### src/rtl/mem_arbiter_pkg.sv
// rtl/mem_arbiter_pkg.sv - shared constants and types for the memory arbiter
//
// Contents:
//   ADDR_W_DEFAULT   default word-address width of the shared memory
//   BE_*             legal byte-enable patterns
//   state_t          owner of the pending response (IDLE / RESP_IM / RESP_DM)
//   be_legal()       true for the seven byte-enable patterns the memory accepts
package mem_arbiter_pkg;

    localparam int ADDR_W_DEFAULT = 12;

    localparam logic [3:0] BE_B0 = 4'b0001;
    localparam logic [3:0] BE_B1 = 4'b0010;
    localparam logic [3:0] BE_B2 = 4'b0100;
    localparam logic [3:0] BE_B3 = 4'b1000;
    localparam logic [3:0] BE_H0 = 4'b0011;
    localparam logic [3:0] BE_H1 = 4'b1100;
    localparam logic [3:0] BE_W  = 4'b1111;

    typedef enum logic [1:0] {
        ST_IDLE    = 2'd0,
        ST_RESP_IM = 2'd1,
        ST_RESP_DM = 2'd2
    } state_t;

    function automatic logic be_legal(input logic [3:0] be);
        case (be)
            BE_B0, BE_B1, BE_B2, BE_B3, BE_H0, BE_H1, BE_W: be_legal = 1'b1;
            default:                                        be_legal = 1'b0;
        endcase
    endfunction

endpackage

### src/rtl/mem_arbiter_load_align.sv
// rtl/mem_arbiter_load_align.sv - load lane extraction and zero/sign extension
//
// Ports:
//   rdata     in  32  raw memory word
//   be        in  4   byte enables registered at grant
//   sign_ext  in  1   sign-extend from the top enabled bit
//   data      out 32  enabled lanes shifted down to bit 0, extended
module load_align
    import mem_arbiter_pkg::*;
(
    input  logic [31:0] rdata,
    input  logic [3:0]  be,
    input  logic        sign_ext,
    output logic [31:0] data
);

    always_comb begin
        data = '0;
        case (be)
            BE_B0: data = {{24{sign_ext & rdata[7]}},  rdata[7:0]};
            BE_B1: data = {{24{sign_ext & rdata[15]}}, rdata[15:8]};
            BE_B2: data = {{24{sign_ext & rdata[23]}}, rdata[23:16]};
            BE_B3: data = {{24{sign_ext & rdata[31]}}, rdata[31:24]};
            BE_H0: data = {{16{sign_ext & rdata[15]}}, rdata[15:0]};
            BE_H1: data = {{16{sign_ext & rdata[31]}}, rdata[31:16]};
            BE_W:  data = rdata;
            default: data = '0;
        endcase
    end

endmodule

### src/rtl/mem_arbiter.sv
// rtl/mem_arbiter.sv - two-master (fetch/data) arbiter onto one single-port memory
//
// Ports:
//   clk, resetb                          clock, async active-low reset
//   im_req/im_addr/im_ready              fetch request and acceptance
//   im_valid/im_data                     fetch response, one cycle after acceptance
//   dm_req/dm_we/dm_addr/dm_be/dm_signed/dm_di/dm_ready   data request and acceptance
//   dm_valid/dm_do/dm_err                data response, one cycle after acceptance
//   mem_en/mem_we/mem_addr/mem_wdata     memory command (combinational from the grant)
//   mem_rdata                            memory read data, one cycle after mem_en
module mem_arbiter
    import mem_arbiter_pkg::*;
#(
    parameter int ADDR_W     = ADDR_W_DEFAULT,
    parameter int STARVE_MAX = 2
) (
    input  logic              clk,
    input  logic              resetb,
    input  logic              im_req,
    input  logic [31:0]       im_addr,
    output logic              im_ready,
    output logic              im_valid,
    output logic [31:0]       im_data,
    input  logic              dm_req,
    input  logic              dm_we,
    input  logic [31:0]       dm_addr,
    input  logic [3:0]        dm_be,
    input  logic              dm_signed,
    input  logic [31:0]       dm_di,
    output logic              dm_ready,
    output logic              dm_valid,
    output logic [31:0]       dm_do,
    output logic              dm_err,
    output logic              mem_en,
    output logic [3:0]        mem_we,
    output logic [ADDR_W-1:0] mem_addr,
    output logic [31:0]       mem_wdata,
    input  logic [31:0]       mem_rdata
);

    localparam int CNT_W = (STARVE_MAX < 1) ? 1 : $clog2(STARVE_MAX + 1);
    localparam logic [CNT_W-1:0] CNT_MAX = CNT_W'(STARVE_MAX);

    state_t           state;
    logic [CNT_W-1:0] starve_cnt;
    logic [3:0]       be_q;
    logic             sgn_q;
    logic             err_q;
    logic             store_q;
    logic             im_oor_q;

    logic        im_win;
    logic        dm_win;
    logic        dm_bad;
    logic        im_oor;
    logic        dm_go;
    logic [31:0] load_data;

    // Byte-offset bits never reach the word-addressed memory.
    logic unused_addr_lsbs;
    assign unused_addr_lsbs = ^{im_addr[1:0], dm_addr[1:0]};

    // Anything above the top word-address bit lies outside the memory.
    assign im_oor = |im_addr[31:ADDR_W+2];
    assign dm_bad = !be_legal(dm_be) || (|dm_addr[31:ADDR_W+2]);

    // Data wins unless fetch has already lost STARVE_MAX times in a row.
    // Gating with resetb keeps every combinational output quiet during reset.
    assign im_win = resetb && im_req && (!dm_req || starve_cnt == CNT_MAX);
    assign dm_win = resetb && dm_req && !im_win;
    assign dm_go  = dm_win && !dm_bad;

    assign im_ready = im_win;
    assign dm_ready = dm_win;

    // Illegal or out-of-range requests are accepted but never touch memory.
    assign mem_en = (im_win && !im_oor) || dm_go;
    assign mem_we = (dm_go && dm_we) ? dm_be : 4'b0000;

    always_comb begin
        mem_addr = '0;
        if (dm_win)
            mem_addr = dm_addr[ADDR_W+1:2];
        else if (im_win)
            mem_addr = im_addr[ADDR_W+1:2];
    end

    // Store data is replicated so the lane selected by the strobes carries it.
    always_comb begin
        mem_wdata = '0;
        if (dm_go && dm_we) begin
            case (dm_be)
                BE_B0, BE_B1, BE_B2, BE_B3: mem_wdata = {4{dm_di[7:0]}};
                BE_H0, BE_H1:               mem_wdata = {2{dm_di[15:0]}};
                default:                    mem_wdata = dm_di;
            endcase
        end
    end

    always_ff @(posedge clk or negedge resetb) begin
        if (!resetb) begin
            state      <= ST_IDLE;
            starve_cnt <= '0;
            be_q       <= 4'b0000;
            sgn_q      <= 1'b0;
            err_q      <= 1'b0;
            store_q    <= 1'b0;
            im_oor_q   <= 1'b0;
        end else begin
            // Response owner follows this cycle's grant and nothing else.
            if (dm_win)
                state <= ST_RESP_DM;
            else if (im_win)
                state <= ST_RESP_IM;
            else
                state <= ST_IDLE;

            if (!im_req || im_win)
                starve_cnt <= '0;
            else if (starve_cnt != CNT_MAX)
                starve_cnt <= starve_cnt + 1'b1;

            // Capture how to shape the response; later request changes must not affect it.
            if (dm_win) begin
                be_q    <= dm_be;
                sgn_q   <= dm_signed;
                err_q   <= dm_bad;
                store_q <= dm_we;
            end
            if (im_win)
                im_oor_q <= im_oor;
        end
    end

    load_align u_load_align (
        .rdata    (mem_rdata),
        .be       (be_q),
        .sign_ext (sgn_q),
        .data     (load_data)
    );

    // Responses are decoded from the registered owner, so only one valid can be high.
    assign im_valid = (state == ST_RESP_IM);
    assign im_data  = (im_valid && !im_oor_q) ? mem_rdata : 32'h0;
    assign dm_valid = (state == ST_RESP_DM);
    assign dm_err   = dm_valid && err_q;
    assign dm_do    = (dm_valid && !err_q && !store_q) ? load_data : 32'h0;

endmodule
### config.mk
export PLATFORM = sky130hd
export DESIGN_NAME = mem_arbiter
export DESIGN_NICKNAME = d
export VERILOG_FILES = /design/src/rtl/mem_arbiter_pkg.sv /design/src/rtl/mem_arbiter_load_align.sv /design/src/rtl/mem_arbiter.sv
export SDC_FILE = /design/constraint.sdc
export NUM_CORES = 1
export LEC_CHECK = 0
export BUFFER_PORTS_ARGS = -buffer_cell sky130_fd_sc_hd__buf_2
export CELL_PAD_IN_SITES_DETAIL_PLACEMENT = 1
export CELL_PAD_IN_SITES_GLOBAL_PLACEMENT = 1
export CORE_MARGIN = 3
export CORE_UTILIZATION = 26
export DETAILED_ROUTE_END_ITERATION = 8
export GPL_ROUTABILITY_DRIVEN = 0
export HOLD_SLACK_MARGIN = 0.15
export PLACE_DENSITY = 0.93
export SLEW_MARGIN = 10
export SYNTH_ARGS = -nofsm -noshare
export SYNTH_HDL_FRONTEND = slang
export SYNTH_HIERARCHICAL = 1
export SYNTH_SLANG_ARGS = --single-unit
### constraint.sdc
create_clock -name clk -period 5.3 [get_ports clk]
set_clock_uncertainty 0.05 [all_clocks]
set_input_delay 0.265 -clock clk [delete_from_list [all_inputs] [get_ports clk]]
set_output_delay 0.265 -clock clk [all_outputs]
set_load 0.01 [all_outputs]
==> Yosys cells after proc, flatten, opt, wreduce, memory -nomap -nowiden <==
Cells that the tools add are included.
{ "op_classes": {"n_addsub": 1, "n_eq_ne": 18, "muxes": 13, "bitwise": 4, "n_reduce_logical": 30} }
{ "op_table": {"columns": ["cell", "n"], "rows": [
  ["32-bit one-hot mux with 7 select lines", 1],
  ["32-bit 2-to-1 mux", 3],
  ["32-bit one-hot mux with 2 select lines", 1],
  ["18-bit OR reduction", 2],
  ["4-bit equality test, second input constant", 6],
  ["12-bit 2-to-1 mux", 2],
  ["4-bit by 2-bit equality test with 1-bit output, second input constant", 4],
  ["1-bit logical AND", 11],
  ["1-bit logical NOT", 9],
  ["4-bit by 1-bit equality test with 1-bit output, second input constant", 2],
  ["4-bit by 3-bit equality test with 1-bit output, second input constant", 2],
  ["7-bit OR reduction", 1],
  ["2-bit 2-to-1 mux", 3],
  ["1-bit AND", 4],
  ["2-bit equality test, second input constant", 2],
  ["1-bit logical OR", 4],
  ["4-bit 2-to-1 mux", 1],
  ["4-bit OR reduction", 1],
  ["2-bit by 1-bit adder with 2-bit output, second input constant", 1],
  ["2-bit by 1-bit equality test with 1-bit output, second input constant", 1],
  ["1-bit 2-to-1 mux", 2],
  ["2-bit != test, second input constant", 1],
  ["2-bit nonzero test", 1],
  ["2-bit OR reduction", 1]
]} }
{ "word_totals": {"ff_bits": 12, "input_bits": 138, "output_inout_bits": 118, "wordCells": 73} }

==> Logic depth before layout (Yosys ltp) <==
{ "depth": {"depth_word": 9, "mapped_depth": 8} }

==> Cells and area by module <==
Netlist, hierarchy kept.
{ "modules_own_cells": {"columns": ["mod", "instances", "cells_per_inst", "area_per_inst_um2", "seq_area_each_um2"], "rows": [
  ["mem_arbiter", 1, 298, 2073.2, 300.3],
  ["load_align", 1, 117, 762.0, 0.0]
]} }

==> Worst setup path after synthesis <==
Ideal clock, no wire load.
{ "synth_path": {"path_kind": "flip-flop to output port", "startpoint": "reg starve_cnt[0]", "endpoint": "out mem_wdata[13]", "arrival_ns": 1.789, "required_time_ns": 4.985, "slack_ns": 3.196, "path_stages_with_launch": 9, "n_path_buf": 2, "path_cell_list": "dfrtp_1 -> inv_1 -> ha_1 -> nand2_1 -> nand4_1 -> a2111o_1 -> buf_6 -> buf_6 -> nor3_1"} }
{ "synth_via": {"elab_chain_len": 8} }
{ "synth_lines": {"columns": ["item", "line", "source"], "rows": [
  ["start: declaration", "mem_arbiter.sv:45", "logic [CNT_W-1:0] starve_cnt;"],
  ["start signal: assignment", "mem_arbiter.sv:121", "starve_cnt <= starve_cnt + 1'b1;"],
  ["2-bit equality test", "mem_arbiter.sv:69", "assign im_win = resetb && im_req && (!dm_req || starve_cnt == CNT_MAX);"],
  ["1-bit logical OR", "mem_arbiter.sv:69", null],
  ["1-bit logical AND", "mem_arbiter.sv:69", null],
  ["1-bit logical NOT", "mem_arbiter.sv:70", "assign dm_win = resetb && dm_req && !im_win;"],
  ["1-bit logical AND", "mem_arbiter.sv:70", null],
  ["1-bit logical AND", "mem_arbiter.sv:71", "assign dm_go = dm_win && !dm_bad;"],
  ["1-bit logical AND", "mem_arbiter.sv:91", "if (dm_go && dm_we) begin"],
  ["32-bit 2-to-1 mux", "mem_arbiter.sv:91", null],
  ["end: declaration", "mem_arbiter.sv:37", "output logic [31:0] mem_wdata,"]
]} }
No other way between the ends.

==> Final worst setup path <==
{ "layout_path": {"startpoint": "in resetb", "endpoint": "out mem_wdata[9]"} }
{ "layout_via": {"elab_chain_len": 7, "word_cells_on_any_way": 8, "classes_between": "mux (1); reduce/logical (7)"} }
{ "layout_lines": {"columns": ["item", "line", "source"], "rows": [
  ["start: declaration", "mem_arbiter.sv:18", "input logic resetb,"],
  ["1-bit logical AND (2 in a row)", "mem_arbiter.sv:69", null],
  ["1-bit logical NOT", "mem_arbiter.sv:70", null],
  ["1-bit logical AND (*)", "mem_arbiter.sv:70", null],
  ["1-bit logical AND (*)", "mem_arbiter.sv:71", null],
  ["1-bit logical AND (*)", "mem_arbiter.sv:91", null],
  ["32-bit 2-to-1 mux (*)", "mem_arbiter.sv:91", null]
]} }
Every way passes the cells marked *; elsewhere a longest branch is shown, timed or not.

==> flow_metrics.env <==
export IMPL_status="finished, final reports clean"
export IMPL_synthArstFlopShare=1.00
export IMPL_synth_ff_type="dfrtp_1"
export IMPL_p_int_w=0.000321
export IMPL_track_usage=0.203
export IMPL_p_per_area_nw_per_um2=136
export IMPL_hold_viol_final=0
export IMPL_cap_violations=0
export IMPL_grt_pass1_vias=4283
export IMPL_core_area_um2=10500
export IMPL_numCtsBuffers=3
export IMPL_post_route_period_util=0.576
export IMPL_finalMaxSlewViolations=0
export IMPL_layout_commonest_cell="buf_2"
export IMPL_antenna_found_initial=0
export IMPL_power_switching_w=0.000247
export IMPL_synth_xor_area_frac=0.0146
export IMPL_rsz0062_at_grt="no"
export IMPL_synth_simple_gate_area_frac=0.497
export IMPL_crit_path_cell_trace="dlygate4sd3_1, buf_2, nand4_1, a2111o_1, nor3_1, buf_2"
export IMPL_layout_min_cycle_time_ps=3050
export IMPL_dp_hpwl_mm=11.1
export IMPL_overflow=0
export IMPL_grt_max_degree=37
export IMPL_yosysWarnings=6
export IMPL_irDropWorstVdd_mv=0.104
export IMPL_comb_power_share=0.572
export IMPL_ios=256
export IMPL_max_stage_delay_ps=860
export IMPL_timing_worst_setup_path_type="in -> out"
export IMPL_die_y_um=110
export IMPL_grt_pass1_wl_mm=21.1
export IMPL_cts_resized=0
export IMPL_pwr_share_clk=0.174
export IMPL_drt_first_pass_iters=4
export IMPL_path_delay_family="buffers and inverters"
export IMPL_setup_tns_ps=0
export IMPL_wl_mm=13.3
export IMPL_clock_tree_root_cell="clkbuf_8"
export IMPL_layout_drive_gt1_share=0.444
export IMPL_num_vias=4036
export IMPL_max_slew_margin_rel=0.171
export IMPL_fmax_ghz=0.328
export IMPL_pwr_share_seq=0.254
export IMPL_clkSinkCount=12
export IMPL_drc=0
export IMPL_startpoint_type="input port"
export IMPL_swShare=0.435
export IMPL_critPathBufInv=3
export IMPL_hold_slack_ps=200
export IMPL_final_cell_mix="buf_2, and2_1, nor2_1"
export IMPL_insertion_delay_ps=240
export IMPL_avgSynthCellArea_um2=6.83
export IMPL_synth_seq_cells=12
export IMPL_synth_cells=415
export IMPL_finalSetupViolations=0
export IMPL_io_buffers=251
export IMPL_postRouteAntennaNets=0
export IMPL_synth_cell_types=51
export IMPL_crit_path_frequent_cell="buf_2"
export IMPL_area_growth_pct=47.1
export IMPL_nFillCells=1419
export IMPL_antenna_cells=0
export IMPL_num_nets_final=778
export IMPL_die_w_um=110
export IMPL_cts_path_max_buffers=2
export IMPL_syn_cell_area_um2=2840
export IMPL_critPathMaxFanout=36
export IMPL_dieArea_um2=12200
export IMPL_leakagePower_nw=2.36
export IMPL_start_util=0.271
export IMPL_clk_pin_slew_worst_paths_ps=50
export IMPL_viasPerCell=5.21
export IMPL_min_path_type="in -> reg"
export IMPL_drt_iter0_drc=149
export IMPL_wl_per_cell_um=17.2
export IMPL_synth_adder_area_share=0.00441
export IMPL_slowest_stage="a2111o_1"
export IMPL_synthMuxAreaShare=0.0838
export IMPL_cp_arrival_ps=2740
export IMPL_synth_compound_area_frac=0.210
export IMPL_htreeDepth=1
export IMPL_yosysTopAreaCellShare=0.152
export IMPL_num_rows=37
export IMPL_crit_required_ps=4990
export IMPL_syn_nets=554
export IMPL_yosysTopAreaCell="and2_1"
export IMPL_p_total_w=0.000568
export IMPL_worst_pin_slew_ps=1230
export IMPL_cp_end_kind="output pin"
export IMPL_synth_edff_count=0
export IMPL_ys_top_cells_by_area="and2_1, dfrtp_1, nor2_1"
export IMPL_yosysSeqAreaShare=0.106
export IMPL_cts_tree="done"
export IMPL_synth_top_family_by_area="simple AND/OR/NAND/NOR gates"
export IMPL_fin_util=0.399
-- registers in the layout (all words and copies together) (netlist names) --
register and cells:
sgn_q 1, be_q 4, store_q 1, im_oor_q 1, starve_cnt 2, state 2
err_q 1
-- layer usage --
layer  part of all wire  routed length [um]  track usage  up-vias
met1               0.39                5220        0.223     1894
met5                  0                   0            0        -
met3              0.064                 849       0.0389       27
li1                   -                   -            -     1937
met2               0.52                6970        0.390      178
met4              0.023                 305       0.0575        0
-- cells in the mapped netlist, types with 5 or more instances --
cell type   n
dfrtp_1    12
a32oi_1     8
inv_1      16
a21oi_1     8
o21ai_0    24
nor4_1      5
nand2_1    22
mux2i_1    17
mux2_2      6
nand3_1    26
and3b_1     5
a221oi_1    9
nor3_2      6
nor2_1     47
a221o_1     5
nand3b_1   11
nor2b_1    13
buf_2      14
a22o_1     12
and2_1     69
clkbuf_1   13
nor3_1     11
nor4b_1     8
-- through the flow --
step                      cell area, um2  worst slack (ps)  instances
after floorplan                     2840              3200        415
after global placement              4100              2640        769
after detailed placement            4100              2510        769
after CTS                           4170              2220        774
after global routing                4170              2040        774
final                               4170              2250        774
-- power groups by stage --
stage / registers, W / logic [W] / clock network, W
3_5_place_dp: 0.000146 / 0.000322 / 0
4_1_cts: 0.000144 / 0.000324 / 0.000102
5_1_grt: 0.000149 / 0.000358 / 0.000108
2_1_floorplan: 0.000119 / 0.000229 / 0
6_report: 0.000144 / 0.000325 / 0.0000988
3_3_place_gp: 0.000143 / 0.000305 / 0
-- worst paths after layout --
| path | end | slack, ps | start | depth (start not counted) |
|---|---|---|---|---|
| max in group asynchronous | be_q[3]$_DFFE_PN0P_ | 4550 | resetb | 2 |
| hold / removal | state[0]$_DFF_PN0_ | 200 | dm_req | 2 |
| hold reg to reg | im_oor_q$_DFFE_PN0N_ | 450 | im_oor_q$_DFFE_PN0N_ | 2 |
| min in group asynchronous | err_q$_DFFE_PN0P_ | 410 | resetb | 2 |
| setup / recovery | mem_wdata[9] | 2250 | resetb | 6 |
| setup reg to reg | sgn_q$_DFFE_PN0P_ | 3190 | starve_cnt[0]$_DFFE_PN0P_ | 6 |
-- cells by family (layout without fill, tap and decap cells) --
logic type,count (synthesis),in the layout
buffers and inverters,51,274
AOI/OAI and AO/OA,82,82
and+or+nand+nor,243,243
muxes,23,23
xor gates and xnor gates,3,3
adders and majority gates,1,1
DFF,12,12
-- what timing repair did --
action,4_1_cts,5_1_grt
endpoints found under the setup margin,0,0
hold buffers,1,0
setup buffers,0,0
endpoints found under the hold margin,12,0
-- layout make-up --
class / instances / area (um2) / area share
multi-input cells: 352 / 2300 / 0.552
repair buffers: 254 / 1280 / 0.307
clock buffers: 4 / 55.1 / 0.0132
inverters: 16 / 60.1 / 0.0144
flip-flops and latches: 12 / 300 / 0.0720
well taps: 136 / 170 / 0.0408
Note: power is estimated with default switching activity, not from simulation.
